File: config.mk
export PLATFORM = sky130hd
export DESIGN_NAME = bcrypt_host_if_flat
export DESIGN_NICKNAME = d
export VERILOG_FILES = /design/src/rtl/bcrypt_pkg.sv /design/src/rtl/bcrypt_host_if_if.sv /design/src/rtl/bcrypt_tx_serializer.sv /design/src/rtl/bcrypt_host_if.sv /design/src/flat_wrapper.sv
export SDC_FILE = /design/constraint.sdc
export NUM_CORES = 1
export LEC_CHECK = 0
export ABC_AREA = 0
export BUFFER_PORTS_ARGS = -buffer_cell sky130_fd_sc_hd__buf_4
export CORE_UTILIZATION = 55
export DETAILED_ROUTE_END_ITERATION = 10
export PLACE_DENSITY = 0.83
export SETUP_SLACK_MARGIN = 0.5
export SYNTH_ARGS = -nofsm -noshare
export SYNTH_HDL_FRONTEND = slang
export SYNTH_SLANG_ARGS = --single-unit
File: constraint.sdc
create_clock -name clk -period 3.1 [get_ports clk]
set_input_delay 0.465 -clock clk [delete_from_list [all_inputs] [get_ports clk]]
set_output_delay 0.465 -clock clk [all_outputs]
set_load 0.02 [all_outputs]
File: src/rtl/bcrypt_pkg.sv
// Shared types and constants for the bcrypt host byte-stream interface.
package bcrypt_pkg;

    typedef enum logic [2:0] {
        IDLE,
        SALT,
        KEY,
        COST,
        START,
        WAIT,
        CT_SEND,
        CT_SHIFT
    } state_t;

    localparam logic [7:0]  HDR_BYTE   = 8'hB5;
    localparam int unsigned SALT_WORDS = 4;
    localparam int unsigned KEY_WORDS  = 18;
    localparam int unsigned CT_WORDS   = 6;

    // True when idx is the final word of the section being loaded.
    function automatic logic is_last_word(input state_t st, input logic [4:0] idx);
        case (st)
            SALT:    return idx == 5'(SALT_WORDS - 1);
            KEY:     return idx == 5'(KEY_WORDS - 1);
            COST:    return 1'b1;
            default: return 1'b0;
        endcase
    endfunction

    // Section that follows a completed load section.
    function automatic state_t next_section(input state_t st);
        case (st)
            SALT:    return KEY;
            KEY:     return COST;
            COST:    return START;
            default: return IDLE;
        endcase
    endfunction

endpackage

File: src/rtl/bcrypt_host_if_if.sv
// Byte-stream, core-load and core-control signals of the bcrypt host interface.
interface bcrypt_host_if_if;
    logic [7:0]  rx_data;
    logic        rx_valid;
    logic        rx_ready;
    logic [7:0]  tx_data;
    logic        tx_valid;
    logic        tx_ready;
    logic [31:0] load_word;
    logic        shift_salt_l;
    logic        shift_salt_r;
    logic        shift_key;
    logic        shift_cost;
    logic        core_start;
    logic        core_done;
    logic [31:0] ct_word;
    logic        sel_ct;
    logic        shift_ct;
    logic        busy;
    logic        hdr_err;

    modport slave (
        input  rx_data, rx_valid, tx_ready, core_done, ct_word,
        output rx_ready, tx_data, tx_valid, load_word, shift_salt_l, shift_salt_r,
               shift_key, shift_cost, core_start, sel_ct, shift_ct, busy, hdr_err
    );

    modport master (
        output rx_data, rx_valid, tx_ready, core_done, ct_word,
        input  rx_ready, tx_data, tx_valid, load_word, shift_salt_l, shift_salt_r,
               shift_key, shift_cost, core_start, sel_ct, shift_ct, busy, hdr_err
    );
endinterface

File: src/rtl/bcrypt_tx_serializer.sv
// 32-bit word to MSB-first byte stream with valid/ready handshake.
module bcrypt_tx_serializer (
    input  logic        clk,
    input  logic        reset,
    input  logic        load_i,
    input  logic [31:0] word_i,
    input  logic        tx_ready_i,
    output logic [7:0]  tx_data_o,
    output logic        tx_valid_o,
    output logic        last_o
);
    logic [31:0] sh_q, sh_d;
    logic [2:0]  left_q, left_d;

    assign tx_valid_o = (left_q != 3'd0);
    assign tx_data_o  = sh_q[31:24];
    assign last_o     = tx_valid_o && tx_ready_i && (left_q == 3'd1);

    // Load a fresh word or shift out one byte per accepted handshake.
    always_comb begin
        sh_d   = sh_q;
        left_d = left_q;
        if (load_i) begin
            sh_d   = word_i;
            left_d = 3'd4;
        end else if (tx_valid_o && tx_ready_i) begin
            sh_d   = {sh_q[23:0], 8'h00};
            left_d = left_q - 3'd1;
        end
    end

    // Shift register and down-counter of bytes still to send.
    always_ff @(posedge clk) begin
        if (reset) begin
            sh_q   <= '0;
            left_q <= '0;
        end else begin
            sh_q   <= sh_d;
            left_q <= left_d;
        end
    end
endmodule

File: src/rtl/bcrypt_host_if.sv
// Frame parser, word assembler and ciphertext return sequencer for the bcrypt core.
//
// state    | meaning
// IDLE     | waiting for header byte; other bytes flagged via hdr_err
// SALT     | assembling 4 salt words
// KEY      | assembling 18 key words
// COST     | assembling the cost word
// START    | one-cycle core_start pulse
// WAIT     | waiting for core_done
// CT_SEND  | loading/sending one ciphertext word
// CT_SHIFT | one-cycle shift_ct pulse between L/R pairs
module bcrypt_host_if
    import bcrypt_pkg::*;
(
    input  logic            clk,
    input  logic            reset,
    bcrypt_host_if_if.slave bus
);
    state_t      state_q, state_d;
    logic [1:0]  byte_cnt_q, byte_cnt_d;
    logic [4:0]  word_cnt_q, word_cnt_d;
    logic [31:0] asm_q, asm_d;
    logic        strobe_q, strobe_d;
    logic        hdr_err_q, hdr_err_d;
    logic [2:0]  ct_idx_q, ct_idx_d;
    logic        load_pend_q, load_pend_d;

    logic rx_ready, salt_l, salt_r, key_stb, cost_stb, core_start, shift_ct;
    logic ser_load, ser_last;

    bcrypt_tx_serializer u_ser (
        .clk        (clk),
        .reset      (reset),
        .load_i     (ser_load),
        .word_i     (bus.ct_word),
        .tx_ready_i (bus.tx_ready),
        .tx_data_o  (bus.tx_data),
        .tx_valid_o (bus.tx_valid),
        .last_o     (ser_last)
    );

    assign bus.rx_ready     = rx_ready;
    assign bus.load_word    = asm_q;
    assign bus.shift_salt_l = salt_l;
    assign bus.shift_salt_r = salt_r;
    assign bus.shift_key    = key_stb;
    assign bus.shift_cost   = cost_stb;
    assign bus.core_start   = core_start;
    assign bus.sel_ct       = ct_idx_q[0];
    assign bus.shift_ct     = shift_ct;
    assign bus.busy         = (state_q != IDLE);
    assign bus.hdr_err      = hdr_err_q;

    // Next-state, counters and all FSM-driven outputs.
    always_comb begin
        state_d     = state_q;
        byte_cnt_d  = byte_cnt_q;
        word_cnt_d  = word_cnt_q;
        asm_d       = asm_q;
        strobe_d    = strobe_q;
        hdr_err_d   = 1'b0;
        ct_idx_d    = ct_idx_q;
        load_pend_d = load_pend_q;
        rx_ready    = 1'b0;
        salt_l      = 1'b0;
        salt_r      = 1'b0;
        key_stb     = 1'b0;
        cost_stb    = 1'b0;
        core_start  = 1'b0;
        shift_ct    = 1'b0;
        ser_load    = 1'b0;
        case (state_q)
            IDLE: begin
                rx_ready = 1'b1;
                if (bus.rx_valid) begin
                    if (bus.rx_data == HDR_BYTE) begin
                        state_d    = SALT;
                        byte_cnt_d = '0;
                        word_cnt_d = '0;
                        asm_d      = '0;
                    end else begin
                        hdr_err_d = 1'b1;
                    end
                end
            end
            SALT, KEY, COST: begin
                if (strobe_q) begin
                    // Strobe cycle: word is stable on load_word, input stalled.
                    strobe_d   = 1'b0;
                    salt_l     = (state_q == SALT) && !word_cnt_q[0];
                    salt_r     = (state_q == SALT) && word_cnt_q[0];
                    key_stb    = (state_q == KEY);
                    cost_stb   = (state_q == COST);
                    word_cnt_d = word_cnt_q + 5'd1;
                    if (is_last_word(state_q, word_cnt_q)) begin
                        word_cnt_d = '0;
                        state_d    = next_section(state_q);
                    end
                end else begin
                    rx_ready = 1'b1;
                    if (bus.rx_valid) begin
                        asm_d      = {asm_q[23:0], bus.rx_data};
                        byte_cnt_d = byte_cnt_q + 2'd1;
                        if (byte_cnt_q == 2'd3) strobe_d = 1'b1;
                    end
                end
            end
            START: begin
                core_start = 1'b1;
                state_d    = WAIT;
            end
            WAIT: begin
                if (bus.core_done) begin
                    state_d     = CT_SEND;
                    ct_idx_d    = '0;
                    load_pend_d = 1'b1;
                end
            end
            CT_SEND: begin
                // Capture happens one cycle after entry so sel_ct already matches the index.
                if (load_pend_q) begin
                    ser_load    = 1'b1;
                    load_pend_d = 1'b0;
                end else if (ser_last) begin
                    if (!ct_idx_q[0]) begin
                        ct_idx_d    = ct_idx_q + 3'd1;
                        load_pend_d = 1'b1;
                    end else if (ct_idx_q == 3'(CT_WORDS - 1)) begin
                        ct_idx_d = '0;
                        state_d  = IDLE;
                    end else begin
                        state_d = CT_SHIFT;
                    end
                end
            end
            CT_SHIFT: begin
                shift_ct    = 1'b1;
                ct_idx_d    = ct_idx_q + 3'd1;
                load_pend_d = 1'b1;
                state_d     = CT_SEND;
            end
            default: state_d = IDLE;
        endcase
    end

    // State and datapath registers with synchronous reset.
    always_ff @(posedge clk) begin
        if (reset) begin
            state_q     <= IDLE;
            byte_cnt_q  <= '0;
            word_cnt_q  <= '0;
            asm_q       <= '0;
            strobe_q    <= 1'b0;
            hdr_err_q   <= 1'b0;
            ct_idx_q    <= '0;
            load_pend_q <= 1'b0;
        end else begin
            state_q     <= state_d;
            byte_cnt_q  <= byte_cnt_d;
            word_cnt_q  <= word_cnt_d;
            asm_q       <= asm_d;
            strobe_q    <= strobe_d;
            hdr_err_q   <= hdr_err_d;
            ct_idx_q    <= ct_idx_d;
            load_pend_q <= load_pend_d;
        end
    end
endmodule

File: src/flat_wrapper.sv
// flat-port wrapper written by rule: the top's interface ports become plain ports
module bcrypt_host_if_flat import bcrypt_pkg::*;
  (clk, reset, bus_rx_data, bus_rx_valid, bus_tx_ready, bus_core_done, bus_ct_word, bus_rx_ready, bus_tx_data, bus_tx_valid, bus_load_word, bus_shift_salt_l, bus_shift_salt_r, bus_shift_key, bus_shift_cost, bus_core_start, bus_sel_ct, bus_shift_ct, bus_busy, bus_hdr_err);
  bcrypt_host_if_if bus_i ();
  input  logic clk;
  input  logic reset;
  input wire logic [$bits(bus_i.rx_data)-1:0] bus_rx_data;
  input wire logic [$bits(bus_i.rx_valid)-1:0] bus_rx_valid;
  input wire logic [$bits(bus_i.tx_ready)-1:0] bus_tx_ready;
  input wire logic [$bits(bus_i.core_done)-1:0] bus_core_done;
  input wire logic [$bits(bus_i.ct_word)-1:0] bus_ct_word;
  output wire logic [$bits(bus_i.rx_ready)-1:0] bus_rx_ready;
  output wire logic [$bits(bus_i.tx_data)-1:0] bus_tx_data;
  output wire logic [$bits(bus_i.tx_valid)-1:0] bus_tx_valid;
  output wire logic [$bits(bus_i.load_word)-1:0] bus_load_word;
  output wire logic [$bits(bus_i.shift_salt_l)-1:0] bus_shift_salt_l;
  output wire logic [$bits(bus_i.shift_salt_r)-1:0] bus_shift_salt_r;
  output wire logic [$bits(bus_i.shift_key)-1:0] bus_shift_key;
  output wire logic [$bits(bus_i.shift_cost)-1:0] bus_shift_cost;
  output wire logic [$bits(bus_i.core_start)-1:0] bus_core_start;
  output wire logic [$bits(bus_i.sel_ct)-1:0] bus_sel_ct;
  output wire logic [$bits(bus_i.shift_ct)-1:0] bus_shift_ct;
  output wire logic [$bits(bus_i.busy)-1:0] bus_busy;
  output wire logic [$bits(bus_i.hdr_err)-1:0] bus_hdr_err;
  assign bus_i.rx_data = bus_rx_data;
  assign bus_i.rx_valid = bus_rx_valid;
  assign bus_i.tx_ready = bus_tx_ready;
  assign bus_i.core_done = bus_core_done;
  assign bus_i.ct_word = bus_ct_word;
  assign bus_rx_ready = bus_i.rx_ready;
  assign bus_tx_data = bus_i.tx_data;
  assign bus_tx_valid = bus_i.tx_valid;
  assign bus_load_word = bus_i.load_word;
  assign bus_shift_salt_l = bus_i.shift_salt_l;
  assign bus_shift_salt_r = bus_i.shift_salt_r;
  assign bus_shift_key = bus_i.shift_key;
  assign bus_shift_cost = bus_i.shift_cost;
  assign bus_core_start = bus_i.core_start;
  assign bus_sel_ct = bus_i.sel_ct;
  assign bus_shift_ct = bus_i.shift_ct;
  assign bus_busy = bus_i.busy;
  assign bus_hdr_err = bus_i.hdr_err;
  bcrypt_host_if u_core (.clk(clk), .reset(reset), .bus(bus_i));
endmodule
==> impl_metrics.toml <==
[run_status]
status = "completed"

[critical_path]
arrival_ns = 2.48
worstRegToRegCells = 4
crit_end = "u_core.u_ser.sh_q[0]$_SDFFE_PP0P_"
crit_path_max_fanout = 57
r2r-end = "u_core.u_ser.sh_q[0]$_SDFFE_PP0P_"
start_kind = "flip-flop"
rr_startpoint = "u_core.state_q[1]$_SDFFE_PP0P_"
worst-setup-path-type = "reg2reg"
end_kind = "flip-flop"
r2r_slack_ns = 0.81
crit_start = "u_core.state_q[1]$_SDFFE_PP0P_"
required_ns = 3.29

[final_layout]
finalInstanceArea_um2 = 4770
drive_above_1_share = 0.227
areaGrowthSynthToFinish_pct = 21.6
multi_input_area_um2 = 2030
diodes = 0
num-nets-final = 591
regArea_um2 = 1660
fillCellCount = 586
final_common_cell = "buf_4"
layout_common_cells = "98 x buf_4, 83 x dfxtp_1, 69 x nand2_1, 69 x nor2_1, 36 x and2_1"

[detailed_routing]
ant_nets = 0
dr.pass1.iters = 4
drt-total-wl_mm = 8.43
wl_per_cell_um = 13.2
drc = 0
vias_per_cell = 5.40
dr.first_iter.drc_count = 161
vias = 3450

[synthesis]
yosysSeqAreaShare = 0.423
synth.area.top_cells = "dfxtp_1 42%, mux2i_1 8.7%, nand2_1 6.6%"
synth_edf_count = 0
postSynthAreaPerCell_um2 = 8.35
synth_top_cell_by_area = "dfxtp_1"
synth_nets = 523
dominantRegCellSynth = "dfxtp_1"
netlist_instances = 470
ys_seq_elements = 83
ys_async_sr_fraction = 0
yosysWarnings = 0
synthDistinctLibCells = 47
netlist_area_um2 = 3920
netlist.area_leader.share = 0.423

[timing]
grt_setup_unrepaired = "no"
setup_violations = 0
min_period_ns = 2.29
relSlewSlack = 0.327
worst_slack_ns = 0.808
skew_ns = 0.00740
tightest_slew_ns = 1.01
tns_ns = 0
slew_violations = 0
hold_viol = 0
clock.fmax_mhz = 436
period_share = 0.739

[floorplan]
start_util = 0.574
die_x_um = 86.5
die_y_um = 86.5
placementRows = 30
core_area_um2 = 6830
ios = 96
die-area_um2 = 7480

[cts]
cts.clk_slew.worst_paths_ns = 0.09
cts_setup_buffers = 0
h-tree-depth = 3
hold_buffers = 0
cts_tree = "built"
cts.sinks = 83
post_cts_resized = 0
clk_latency_ns = 0.35
cts.path.max_buffers = 2
cts_buffers = 9
cts_root_buffer = "clkbuf_8"

[grt]
antenna_found_initial = 0
gr-total-overflow = 0
grtUsageTotal = 0.237
grt_pass1_vias = 3175
grt_start_max_net_pins = 89
grt_pass1_wl_mm = 14.3

[power_and_ir_drop]
powerDensity_nw_per_um2 = 427
leakagePower_nw = 1.81
p_total_w = 0.00204
ir_drop_mv = 0.327

[run]
drv_cap = 0

[place]
postPlaceCellArea_um2 = 4600
dp_slack_ns = 0.766
port-buffer-count = 95
hpwl_mm = 5.79
gp_congestion = 0.817

[min_path]
hold_path_class = "in2reg"
==> stage by stage <==
| step | hold slack (ns) | std cells | utilization |
|---|---|---|---|
| after global routing | 0.363 | 639 | 0.698 |
| after global placement | 0.455 | 623 | 0.673 |
| final | 0.358 | 639 | 0.698 |
| after CTS | 0.344 | 639 | 0.698 |
| after detailed placement | 0.461 | 623 | 0.673 |
| after floorplan | 0.448 | 470 | - |
==> report_power, final <==
| group | leakage (nW) | switching (W) | internal, W |
|---|---|---|---|
| combinational | 1.06 | 0.000171 | 0.0000948 |
| clock | 0.0822 | 0.000391 | 0.000291 |
| sequential | 0.669 | 0.00000923 | 0.00108 |
==> synth_stat cells, drive strengths merged, types with 2 or more instances <==
master    n
nor2b     3
mux2i    34
nand2    69
ha        8
dfxtp    83
nor3     10
nand2b    5
nand4     2
o21ai     9
or3       2
a311oi   24
buf      20
nand3    13
clkbuf   22
a21o      2
nor2     70
a2111oi   3
o32ai     2
or2       3
nand4bb   2
inv       9
a21oi    21
and2     36
==> routing by layer <==
layer,global-route usage,part of all wire
met1,0.315,0.46
met2,0.382,0.49
met3,0.0467,0.043
met4,0.0924,0.0071
met5,0,0
==> cells by family after synthesis <==
family / after synthesis / synth area share
DFF: 83 / 0.423
muxes: 35 / 0.0896
AOI/OAI and AO/OA: 69 / 0.130
and+or+nand+nor: 222 / 0.265
xor gates and xnor gates: 2 / 0.00447
adders and majority gates: 8 / 0.0255
buffers and inverters: 51 / 0.0612
==> state kept, by name, indices dropped and copies added (netlist names) <==
| register | count |
|---|---|
| u_core.load_pend_q | 1 |
| u_core.state_q | 3 |
| u_core.byte_cnt_q | 2 |
| u_core.bus.load_word | 32 |
| u_core.u_ser.left_q | 3 |
| u_core.u_ser.sh_q | 32 |
| u_core.word_cnt_q | 5 |
| u_core.bus.hdr_err | 1 |
| u_core.ct_idx_q | 3 |
| u_core.strobe_q | 1 |
==> critical path, stage by stage, from the launching register on <==
cell and delay (ns):
dfxtp_1 0.58, nor2b_1 0.29, nand3_2 0.79, nand3_1 0.36
a21oi_1 0.10
==> worst min path at each step <==
| stage | start | to | slack (ns) | depth (start not counted) |
|---|---|---|---|---|
| floorplan | u_core.u_ser.sh_q[0]$_SDFFE_PP0P_ | u_core.u_ser.sh_q[0]$_SDFFE_PP0P_ | 0.45 | 2 |
| global placement | u_core.u_ser.sh_q[5]$_SDFFE_PP0P_ | u_core.u_ser.sh_q[5]$_SDFFE_PP0P_ | 0.45 | 2 |
| detailed placement | u_core.u_ser.sh_q[3]$_SDFFE_PP0P_ | u_core.u_ser.sh_q[3]$_SDFFE_PP0P_ | 0.46 | 2 |
| CTS | bus_ct_word[4] | u_core.u_ser.sh_q[4]$_SDFFE_PP0P_ | 0.34 | 3 |
| global route | bus_ct_word[1] | u_core.u_ser.sh_q[1]$_SDFFE_PP0P_ | 0.36 | 3 |
| finish | bus_ct_word[4] | u_core.u_ser.sh_q[4]$_SDFFE_PP0P_ | 0.36 | 3 |
==> final cells by class <==
type                       count  share of cell area
multi-input combinational    336               0.425
tap                           96              0.0252
clock buffer                  10              0.0268
inverter                       9             0.00708
sequential                    83               0.348
timing repair buffer          99               0.158
clock inverter                 6             0.00892
Note: power is estimated with default switching activity, not from simulation.
